$ cat src/rtl/nibbler_pkg.sv
// Shared definitions for the nibbler fetch unit: pc width, jump opcodes and
// the helpers that classify and resolve conditional jumps.
package nibbler_pkg;

  localparam int PC_W   = 12;
  localparam int OP_W   = 4;
  localparam int BYTE_W = 8;

  typedef enum logic [OP_W-1:0] {
    OP_JC  = 4'h0,
    OP_JNC = 4'h1,
    OP_JZ  = 4'h2,
    OP_JNZ = 4'h3,
    OP_JMP = 4'h4
  } opcode_e;

  function automatic logic is_jump(input logic [OP_W-1:0] op);
    return (op <= OP_JMP);
  endfunction

  // Non-jump opcodes resolve as not taken so callers need not pre-filter.
  function automatic logic jump_cond(input logic [OP_W-1:0] op,
                                     input logic c, input logic z);
    logic t;
    t = 1'b0;
    case (op)
      OP_JC:   t = c;
      OP_JNC:  t = ~c;
      OP_JZ:   t = z;
      OP_JNZ:  t = ~z;
      OP_JMP:  t = 1'b1;
      default: t = 1'b0;
    endcase
    return t;
  endfunction

endpackage

$ cat src/rtl/instr_fetch_if.sv
// ROM bus, phase/flag inputs and fetch-unit status outputs in one bundle.
interface instr_fetch_if;
  import nibbler_pkg::*;

  logic              phase_in;
  logic [BYTE_W-1:0] rom_data;
  logic              c_flag;
  logic              z_flag;
  logic [PC_W-1:0]   rom_addr;
  logic [BYTE_W-1:0] instr;
  logic              exec_valid;
  logic              jump_taken;
  logic              phase_err;

  modport master (
    input  phase_in, rom_data, c_flag, z_flag,
    output rom_addr, instr, exec_valid, jump_taken, phase_err
  );

  modport slave (
    output phase_in, rom_data, c_flag, z_flag,
    input  rom_addr, instr, exec_valid, jump_taken, phase_err
  );

endinterface

$ cat src/rtl/instr_fetch_pc_reg.sv
// 12-bit program counter: load has priority over increment, otherwise hold.
module pc_reg
  import nibbler_pkg::*;
(
  input  logic            clk,
  input  logic            reset,
  input  logic            load,
  input  logic            inc,
  input  logic [PC_W-1:0] load_val,
  output logic [PC_W-1:0] pc
);

  // Increment wraps modulo 2^PC_W with no carry out.
  always_ff @(posedge clk or posedge reset) begin
    if (reset)     pc <= '0;
    else if (load) pc <= load_val;
    else if (inc)  pc <= pc + PC_W'(1);
  end

endmodule

$ cat src/rtl/instr_fetch.sv
// Two-phase instruction fetch/sequencer: fetch loads the IR, execute either
// resolves a two-byte jump or hands the instruction to the datapath.
module instr_fetch
  import nibbler_pkg::*;
(
  input  logic          clk,
  input  logic          reset,
  instr_fetch_if.master bus
);

  logic              exp_phase;
  logic              ir_valid;
  logic              jump_taken_q;
  logic              phase_err_q;
  logic [BYTE_W-1:0] instr_q;
  logic [PC_W-1:0]   pc;

  logic              fetch;
  logic              execute;
  logic              op_jump;
  logic              taken;
  logic              pc_load;
  logic              pc_inc;
  logic [PC_W-1:0]   jump_target;

  // The cycle is handled as phase_in says, even when it disagrees with exp_phase.
  assign fetch       = ~bus.phase_in;
  assign execute     = bus.phase_in & ir_valid;
  assign op_jump     = is_jump(instr_q[7:4]);
  assign taken       = execute & op_jump &
                       jump_cond(instr_q[7:4], bus.c_flag, bus.z_flag);
  assign jump_target = {instr_q[3:0], bus.rom_data};

  // A not-taken jump still consumes its second byte.
  assign pc_load = taken;
  assign pc_inc  = fetch | (execute & op_jump & ~taken);

  pc_reg u_pc (
    .clk      (clk),
    .reset    (reset),
    .load     (pc_load),
    .inc      (pc_inc),
    .load_val (jump_target),
    .pc       (pc)
  );

  always_ff @(posedge clk or posedge reset) begin
    if (reset) begin
      exp_phase    <= 1'b0;
      ir_valid     <= 1'b0;
      instr_q      <= '0;
      jump_taken_q <= 1'b0;
      phase_err_q  <= 1'b0;
    end else begin
      // Toggle when in step; resync to the observed phase otherwise.
      exp_phase    <= ~bus.phase_in;
      jump_taken_q <= taken;
      if (bus.phase_in != exp_phase) phase_err_q <= 1'b1;
      if (fetch) begin
        instr_q  <= bus.rom_data;
        ir_valid <= 1'b1;
      end
    end
  end

  assign bus.rom_addr   = pc;
  assign bus.instr      = instr_q;
  assign bus.exec_valid = ~reset & execute & ~op_jump;
  assign bus.jump_taken = jump_taken_q;
  assign bus.phase_err  = phase_err_q;

endmodule

$ cat src/flat_wrapper.sv
// flat-port wrapper written by rule: the top's interface ports become plain ports
module instr_fetch_flat import nibbler_pkg::*;
  (clk, reset, bus_phase_in, bus_rom_data, bus_c_flag, bus_z_flag, bus_rom_addr, bus_instr, bus_exec_valid, bus_jump_taken, bus_phase_err);
  instr_fetch_if bus_i ();
  input  logic clk;
  input  logic reset;
  input wire logic [$bits(bus_i.phase_in)-1:0] bus_phase_in;
  input wire logic [$bits(bus_i.rom_data)-1:0] bus_rom_data;
  input wire logic [$bits(bus_i.c_flag)-1:0] bus_c_flag;
  input wire logic [$bits(bus_i.z_flag)-1:0] bus_z_flag;
  output wire logic [$bits(bus_i.rom_addr)-1:0] bus_rom_addr;
  output wire logic [$bits(bus_i.instr)-1:0] bus_instr;
  output wire logic [$bits(bus_i.exec_valid)-1:0] bus_exec_valid;
  output wire logic [$bits(bus_i.jump_taken)-1:0] bus_jump_taken;
  output wire logic [$bits(bus_i.phase_err)-1:0] bus_phase_err;
  assign bus_i.phase_in = bus_phase_in;
  assign bus_i.rom_data = bus_rom_data;
  assign bus_i.c_flag = bus_c_flag;
  assign bus_i.z_flag = bus_z_flag;
  assign bus_rom_addr = bus_i.rom_addr;
  assign bus_instr = bus_i.instr;
  assign bus_exec_valid = bus_i.exec_valid;
  assign bus_jump_taken = bus_i.jump_taken;
  assign bus_phase_err = bus_i.phase_err;
  instr_fetch u_core (.clk(clk), .reset(reset), .bus(bus_i));
endmodule
$ cat config.mk
export PLATFORM = sky130hd
export DESIGN_NAME = instr_fetch_flat
export DESIGN_NICKNAME = d
export VERILOG_FILES = /design/src/rtl/nibbler_pkg.sv /design/src/rtl/instr_fetch_if.sv /design/src/rtl/instr_fetch_pc_reg.sv /design/src/rtl/instr_fetch.sv /design/src/flat_wrapper.sv
export SDC_FILE = /design/constraint.sdc
export NUM_CORES = 1
export LEC_CHECK = 0
export CAP_MARGIN = 0
export CELL_PAD_IN_SITES_DETAIL_PLACEMENT = 0
export CELL_PAD_IN_SITES_GLOBAL_PLACEMENT = 1
export CORE_ASPECT_RATIO = 0.75
export CORE_MARGIN = 2
export CORE_UTILIZATION = 35
export DETAILED_ROUTE_END_ITERATION = 7
export GPL_TIMING_DRIVEN = 0
export PLACE_DENSITY = 0.82
export SYNTH_ARGS = -nofsm -noshare
export SYNTH_HDL_FRONTEND = slang
export SYNTH_SLANG_ARGS = --single-unit
$ cat constraint.sdc
create_clock -name clk -period 1.88 [get_ports clk]
set_clock_uncertainty 0.05 [all_clocks]
set_input_delay 0.376 -clock clk [delete_from_list [all_inputs] [get_ports clk]]
set_output_delay 0.376 -clock clk [all_outputs]
set_load 0.005 [all_outputs]
## After elaboration in Yosys (flattened, before gate mapping)

Cells that the tools add are included.

- Register bits after elaboration: 24
- Latch bits: 0
- Memory bits (writable): 0
- ROM bits: 0
- Bits of input ports: 13
- Output and inout bits: 23
- Logic and storage cells: 31
- Memories: 0

- $add $sub $neg: 1
- Multipliers: 0
- Div/mod/pow operators: 0
- Magnitude comparators: 1
- Equality and inequality tests: 5
- Shift operators: 0
- Muxes and demuxes: 3
- Bitwise gates (word level): 13
- Reduce and logical (&&, ||, !) cells: 2

Operators with widths:

| kind | count |
|---|---|
| 12-bit 2-to-1 mux | 2 |
| 12-bit by 1-bit adder with 12-bit output (second input constant) | 1 |
| 4-bit by 2-bit equality test with 1-bit output (second input constant) | 2 |
| 1-bit AND | 6 |
| 1-bit inverter | 6 |
| 1-bit one-hot mux with 5 select lines | 1 |
| 4-bit by 1-bit equality test with 1-bit output (second input constant) | 1 |
| 4-bit by 3-bit equality test with 1-bit output (second input constant) | 1 |
| 4-bit by 3-bit less-or-equal comparator with 1-bit output (second input constant) | 1 |
| 4-bit logical NOT | 1 |
| 2-bit nonzero test | 1 |
| 1-bit != test | 1 |
| 1-bit OR | 1 |

## Longest topological paths before layout

Gate-level depths: netlist (run 1).

- Word-level depth: 8
- Depth in mapped cells: 8
- Gate-level depth less buffers: 6

## Cells and area by module

A second synthesis (run 1) with hierarchy kept.

- Cell total of the unflattened synthesis: 116
- Area total of the unflattened synthesis: 1223.7 um2

By module, submodules not included:

| module | times used | cells an instance | area an instance (um2) | seq. area each (um2) |
|---|---|---|---|---|
| pc_reg | 1 | 76 | 710.7 | 300.3 |
| instr_fetch | 1 | 40 | 513.0 | 300.3 |

## Least setup slack after synthesis (run 1)

No wires, ideal clock.

- Path type: reg2reg
- Start: register u_core.instr_q[4], in the netlist u_core.bus.instr[4]
- End: register u_core.u_pc.pc[2]
- Data arrival time: 1.549 ns
- Required time: 1.693 ns
- Path slack: 0.144 ns
- Stages on the path, launching flop included: 7
- Buffers on the path: 1
- Clock period less this slack: 1.736 ns
- Path through: dfrtp_1 > o21a_1 > or2_1 > a311o_2 > clkbuf_1 > nor3_1 > a21oi_1

- Longest elaborated chain between the ends: 7

Ends and longest elaborated chain:

| what | RTL line | source |
|---|---|---|
| from (decl) | instr_fetch.sv:15 | `logic [BYTE_W-1:0] instr_q;` |
| from (signal assigned) | instr_fetch.sv:60 | `instr_q <= bus.rom_data;` |
| 4-bit by 3-bit less-or-equal comparator with 1-bit output (tied with other cells) | nibbler_pkg.sv:18 | `return (op <= OP_JMP);` |
| 1-bit AND / 1-bit one-hot mux with 5 select lines (equally long branches) | instr_fetch.sv:30, instr_fetch.sv:36, nibbler_pkg.sv:26 |  |
| 1-bit AND | instr_fetch.sv:30 | `assign taken = execute & op_jump &` |
| 1-bit inverter | instr_fetch.sv:36 | `assign pc_inc = fetch \| (execute & op_jump & ~taken);` |
| 1-bit AND | instr_fetch.sv:36 |  |
| 1-bit OR | instr_fetch.sv:36 |  |
| 2-bit nonzero test (no line) | -- |  |
| to (signal assigned) | instr_fetch_pc_reg.sv:16 | `else if (load) pc <= load_val;` |
| to (signal assigned) | instr_fetch_pc_reg.sv:17 | `else if (inc) pc <= pc + PC_W'(1);` |
| to (decl) | instr_fetch_pc_reg.sv:10 | `output logic [PC_W-1:0] pc` |

Several ways; a longest one is shown, not always the timed one.
A chain may end at the register's enable or synchronous reset.

## Final worst setup path (run 1)

- Start: register u_core.instr_q[4], in the netlist u_core.bus.instr[4]
- End: register u_core.u_pc.pc[4]

- Longest elaborated chain between the ends: 7

Ends and longest elaborated chain:

| what | RTL line | source |
|---|---|---|
| 4-bit by 3-bit less-or-equal comparator with 1-bit output (tied with other cells) | nibbler_pkg.sv:18 |  |
| 1-bit AND / 1-bit one-hot mux with 5 select lines (equally long branches) | instr_fetch.sv:30, nibbler_pkg.sv:26 |  |
| 1-bit AND * | instr_fetch.sv:30 |  |
| via u_core.pc_load | instr_fetch.sv:22 | `logic pc_load;` |
| 1-bit inverter | instr_fetch.sv:36 |  |
| 1-bit AND | instr_fetch.sv:36 |  |
| 1-bit OR | instr_fetch.sv:36 |  |
| 2-bit nonzero test (no line) | -- |  |

Mark *: on every way through the listed nets, which the timed path passes. The rest lies on a longest branch.

==> qor.yml, run 1 <==
finish:
  final_cells: 218
  largest_reg_flops: 12
  area_growth_pct: 51.6
  n_antenna_cell: 0
  nFillCells: 295
  nNetsFinal: 193
  layout-drive-gt1-share_pct: 21.3
run_status:
  violations: "setup timing"
  status: "complete, but fails checks"
min_path:
  min_to: "u_core.bus.phase_err$_DFFE_PP0P_"
  min-delay-start: "u_core.bus.phase_err$_DFFE_PP0P_"
  min_path_cells: 1
  min_path_type: "register to register"
synthesis:
  syn_area_per_cell_sq_um: 9.84
  yosys_warnings: 0
  synth.ff_latch_count: 24
  syn_nets: 139
  synthDistinctLibCells: 38
  synth_top_cell_area_share_pct: 48.8
  synthArstFlopShare_pct: 100
  synthesis.area_sq_um: 1230
  synth_top_cell_by_area: "dfrtp_1"
  yosysSeqAreaShare_pct: 48.8
  synthFlopType: "dfrtp_1"
  synth.area.top_cells: "dfrtp_1 49%, mux2_1 6.4%, nand3_1 6.1%, nand2_1 4.0%, nand4_1 3.1%"
  netlist_instances: 125
  synth_edf_count: 0
clock_network:
  root_buffer: "clkbuf_8"
  cts_sinks: 24
  clk_pin_slew_ns: 0.08
  cts-hold-fix-buffers: 0
  htreeDepth: 1
  cts_tree: "done"
  clk_path_buf_depth: 2
  cts_buffers: 3
  clk_latency_ns: 0.27
grt:
  antenna_found_initial: 0
  grt_max_degree: 25
  grt_pass1_vias: 1176
  grtUsageTotal_pct: 18.7
  grt_pass1_wl_um: 5840
  grt-ovfl-total: 0
routing:
  drc: 0
  ant_nets: 0
  routed_wl_um: 3550
  via_per_inst: 5.68
  vias: 1239
  wl_per_cell_um: 16.3
  drtPass1Iterations: 4
  drtIter0Drc: 114
placement:
  dp.cells: 200
  place_hpwl_um: 2310
  gp_congestion: 0.843
  pre_cts_ws_ns: -0.434
  portBuffers: 35
floorplanning:
  die_area_sq_um: 4010
  start_util_pct: 36.9
  die_h_um: 55.3
  ios: 36
  num_rows: 18
  core_sq_um: 3330
  die_x_um: 72.5
sta:
  fin_crit_sh_pct: 106
  rsz0062_at_grt: "true"
  hold_viol: 0
  worst_pin_slew_ns: 0.912
  setup_ws_ns: -0.108
  fin_crit_ns: 1.99
  fmax_mhz: 503
  slew_viol_final: 0
  slew_headroom_pct: 39.2
  final-setup-viol-count: 11
power:
  vdd_drop_max_v: 0.000480
  pwr_density_cell_nw_per_um2: 957
  power_leakage_uw: 0.000771
setup_path:
  critPathMaxFanout: 5
  critPathKind: "register to register"
  reg2reg_depth: 9
  start_kind: "register"
  regToRegStartpoint: "u_core.bus.instr[4]$_DFFE_PP0N_"
  crit_path_end_kind: "register"
  rrSetupSlack_ns: -0.11
  worst_r2r_endpoint: "u_core.u_pc.pc[4]$_DFFE_PP0P_"
  arrival_ns: 2.14
  cp.required_ns: 2.03
flow_run:
  drv_cap: 0
-- layout by cell type (no fill, tap or decap), types with 2 or more instances in the layout --
| cell type | Yosys | final |
|---|---|---|
| buf_4 | 0 | 9 |
| inv_1 | 3 | 3 |
| nand2_1 | 13 | 12 |
| dfrtp_1 | 24 | 24 |
| nand3_2 | 0 | 2 |
| nor3_1 | 5 | 4 |
| nand2b_1 | 4 | 4 |
| mux2_1 | 7 | 7 |
| nor3_2 | 2 | 3 |
| nor2_2 | 0 | 2 |
| clkdlybuf4s50_1 | 0 | 33 |
| buf_2 | 1 | 2 |
| or4_1 | 5 | 5 |
| o22ai_1 | 3 | 3 |
| clkbuf_2 | 0 | 2 |
| nand4_1 | 6 | 6 |
| nand3_1 | 15 | 13 |
| nor2_1 | 8 | 6 |
| a311oi_1 | 2 | 2 |
| buf_6 | 1 | 3 |
| clkbuf_8 | 0 | 4 |
| a21oi_1 | 2 | 2 |
-- Yosys cell counts, types with 2 or more instances --
master and count:
a21oi_1 2, a22oi_1 2, a311oi_1 2, clkbuf_1 2
dfrtp_1 24, inv_1 3, mux2_1 7, nand2_1 13
nand2b_1 4, nand3_1 15, nand4_1 6, nor2_1 8
nor3_1 5, nor3_2 2, o22ai_1 3, or4_1 5
-- cell type report --
type	count	area (sq um)	area share, %
Timing Repair Buffer	49	487	26.1
Multi-Input combinational cell	91	609	32.7
Inverter	4	15.0	0.805
Sequential cell	24	601	32.2
Clock buffer	4	55.1	2.95
Tap cell	40	50.0	2.68
Buffer	6	47.5	2.55
-- critical path, stage by stage, from the launching register on --
cell	delay, ns
dfrtp_1	0.40
buf_6	0.13
or3_1	0.36
a311o_2	0.41
inv_2	0.08
buf_6	0.11
buf_12	0.10
buf_8	0.11
nand3_2	0.07
nand4_1	0.10
-- worst max-delay path by stage --
stage / startpoint / to / slack [ns] / depth (start not counted)
floorplan: u_core.bus.instr[4]$_DFFE_PP0N_ / u_core.u_pc.pc[2]$_DFFE_PP0P_ / 0.14 / 6
global placement: bus_z_flag / u_core.u_pc.pc[8]$_DFFE_PP0P_ / -0.40 / 7
detailed placement: bus_z_flag / u_core.u_pc.pc[2]$_DFFE_PP0P_ / -0.43 / 7
CTS: u_core.bus.instr[4]$_DFFE_PP0N_ / bus_exec_valid / -0.08 / 4
global route: u_core.bus.instr[4]$_DFFE_PP0N_ / u_core.u_pc.pc[4]$_DFFE_PP0P_ / -0.17 / 11
finish: u_core.bus.instr[4]$_DFFE_PP0N_ / u_core.u_pc.pc[4]$_DFFE_PP0P_ / -0.11 / 9
-- through the flow --
stage	utilization [%]	power (uW)	hold slack (ns)	TNS (ns)	cell area, sq um
floorplan	-	1030	0.341	0	1230
global placement	48.9	1350	0.399	-4.93	1630
detailed placement	48.9	1360	0.404	-5.49	1630
CTS	55.4	1780	0.425	-0.708	1850
global route	55.9	1910	0.430	-1.54	1860
finish	55.9	1780	0.415	-0.778	1860
-- per-layer routing --
layer	global-route usage (%)	routed length [um]	part of all wire, %
met2	27.3	1630	46
met1	26.5	1640	46
met5	0	0	0
met4	4.50	28	0.79
met3	6.39	251	7.1
-- power breakdown --
group	leakage [uW]	internal (uW)	switching (uW)
clock network	0.0000288	187	165
logic	0.000472	390	257
registers	0.000270	627	158
-- logic make-up (layout without fill, tap and decap cells) --
family | after synthesis | count (layout) | synth area share, %
simple gates | 65 | 65 | 28.2
xor+xnor | 2 | 2 | 1.42
mux | 8 | 8 | 7.32
compound gates | 15 | 15 | 8.55
buf+inv | 10 | 63 | 4.68
flops | 24 | 24 | 48.8
fa+ha+maj | 1 | 1 | 1.02
-- what timing repair did --
action,4_1_cts,5_1_grt
resized for setup,12,7
gates cloned,2,0
endpoints found under the setup margin,13,14
pin swaps,12,2
buffers inserted,12,0
Power figures use the tool's default switching activity.
==> run 2, diff against run 1 <==
--- a/config.mk
+++ b/config.mk
@@ -9,8 +9,8 @@
 export CELL_PAD_IN_SITES_DETAIL_PLACEMENT = 0
 export CELL_PAD_IN_SITES_GLOBAL_PLACEMENT = 1
 export CORE_ASPECT_RATIO = 0.75
-export CORE_MARGIN = 2
 export CORE_UTILIZATION = 35
+export CTS_BUF_LIST = sky130_fd_sc_hd__clkbuf_16
 export DETAILED_ROUTE_END_ITERATION = 7
 export GPL_TIMING_DRIVEN = 0
 export PLACE_DENSITY = 0.82
==> qor.yml, run 2 (synthesis gave the netlist of run 1 again) <==
run_status:
  status: "complete, but fails checks"
  violations: "setup timing"
sta:
  rsz0062_at_grt: "true"
  fin_crit_sh_pct: 104
  slew_viol_final: 0
  fin_crit_ns: 1.95
  final-setup-viol-count: 6
  slew_headroom_pct: 36.4
  whs_ns: 0.411
  fmax_mhz: 512
  hold_viol: 0
  worst_pin_slew_ns: 0.954
  setup_ws_ns: -0.0740
floorplanning:
  ios: 36
  die_x_um: 70.5
  die_h_um: 53.3
  num_rows: 18
  core_sq_um: 3310
  start_util_pct: 37.2
  die_area_sq_um: 3760
placement:
  place_hpwl_um: 2340
  gp_congestion: 0.798
  portBuffers: 35
  pre_cts_ws_ns: -0.422
power:
  totalPowerFinal_uw: 1890
  power_leakage_uw: 0.000760
  p_sw_uw: 595
  pwr_density_cell_nw_per_um2: 1020
  p_sw_share_pct: 31.5
  power_frac_clock_pct: 24.6
  vdd_drop_max_v: 0.000620
  intPower_uw: 1290
  pwr-share-seq_pct: 41.6
  combPwrFrac_pct: 33.7
routing:
  drtPass1Iterations: 4
  vias: 1181
  wl_per_cell_um: 16.5
  via_per_inst: 5.54
  drtIter0Drc: 87
  ant_nets: 0
  routed_wl_um: 3520
  drc: 0
setup_path:
  worst_r2r_endpoint: "u_core.u_pc.pc[4]$_DFFE_PP0P_"
  crit_path_end_kind: "register"
  critPathMaxFanout: 5
  critPathKind: "register to register"
  rrSetupSlack_ns: -0.07
  cp.required_ns: 1.96
  start_kind: "register"
  regToRegStartpoint: "u_core.bus.instr[4]$_DFFE_PP0N_"
  arrival_ns: 2.04
  reg2reg_depth: 8
grt:
  use_met3_pct: 5.52
  grt_pass1_vias: 1113
  grtUsageTotal_pct: 20.4
  grtUsageMet1_pct: 29.4
  antenna_found_initial: 0
  grt_max_degree: 25
  gr-usage-met2_pct: 30.5
  grt_pass1_wl_um: 5740
  busiest_layer: "met2"
  grt-ovfl-total: 0
clock_network:
  root_buffer: "clkbuf_16"
  cts_tree: "done"
  htreeDepth: 1
  clk_pin_slew_ns: 0.06
  clk_latency_ns: 0.26
  cts_buffers: 3
  cts_sinks: 24
  clk_path_buf_depth: 2
finish:
  largest_reg_flops: 12
  final_cell_mix: "32 x clkdlybuf4s50_1, 24 x dfrtp_1, 12 x nand2_1, 12 x nand3_1, 7 x mux2_1"
  area_growth_pct: 51.0
  layout-drive-gt1-share_pct: 20.2
  n_antenna_cell: 0
  layout_commonest_cell: "clkdlybuf4s50_1"
  nNetsFinal: 189
min_path:
  min-delay-start: "u_core.bus.phase_err$_DFFE_PP0P_"
  min_path_type: "register to register"
  min_to: "u_core.bus.phase_err$_DFFE_PP0P_"
  min_path_cells: 1
flow_run:
  drv_cap: 0
[run 2: worst max path at each step]
stage / startpoint / depth (start not counted) / slack (ns) / end
global placement: bus_z_flag / 7 / -0.42 / u_core.u_pc.pc[8]$_DFFE_PP0P_
CTS: u_core.bus.instr[5]$_DFFE_PP0N_ / 9 / -0.1 / u_core.u_pc.pc[4]$_DFFE_PP0P_
detailed placement: bus_z_flag / 7 / -0.42 / u_core.u_pc.pc[8]$_DFFE_PP0P_
finish: u_core.bus.instr[4]$_DFFE_PP0N_ / 8 / -0.07 / u_core.u_pc.pc[4]$_DFFE_PP0P_
floorplan: u_core.bus.instr[4]$_DFFE_PP0N_ / 6 / 0.14 / u_core.u_pc.pc[2]$_DFFE_PP0P_
global route: u_core.bus.instr[4]$_DFFE_PP0N_ / 8 / -0.11 / u_core.u_pc.pc[4]$_DFFE_PP0P_
[run 2: power groups by stage]
stage               logic [uW]  registers, uW  clock network, uW
floorplan                  270            764                  0
global placement           574            778                  0
detailed placement         583            786                  0
CTS                        629            777                465
global route               695            803                499
finish                     636            785                465
[run 2: layout make-up]
cell class / count / area, sq um
Multi-Input combinational cell: 91 / 616
Tap cell: 40 / 50.0
Sequential cell: 24 / 601
Fill cell: 270 / 1450
Timing Repair Buffer: 45 / 453
Clock buffer: 3 / 75.1
Inverter: 4 / 15.0
Buffer: 6 / 47.5
[run 2: layer usage]
metal / vias up / routed length [um]
met5: - / 0
met4: 0 / 35
met3: 6 / 270
met2: 61 / 1550
met1: 559 / 1660
li1: 555 / -
[run 2: repair_timing]
item                                    CTS  global route
gates cloned                              2             0
endpoints found under the setup margin   13            14
buffers inserted                          9             0
pin swaps                                14             7
gates resized for setup                  16            11
hold buffers                              0             0
[run 2: worst max-delay path: stages, from the launching register on]
cell     delay [ns]
dfrtp_1        0.40
buf_6          0.13
or3_1          0.36
a311o_2        0.36
inv_2          0.09
buf_6          0.14
buf_6          0.11
or4_1          0.09
nand4_1        0.08
[run 2: through the flow]
stage	utilization (%)	setup TNS, ns	instance area [sq um]	std cells
finish	56.1	-0.136	1860	213
global route	56.1	-0.542	1860	213
detailed placement	49.2	-5.25	1630	200
CTS	55.6	-0.618	1840	214
global placement	49.2	-4.84	1630	200
floorplan	-	0	1230	125
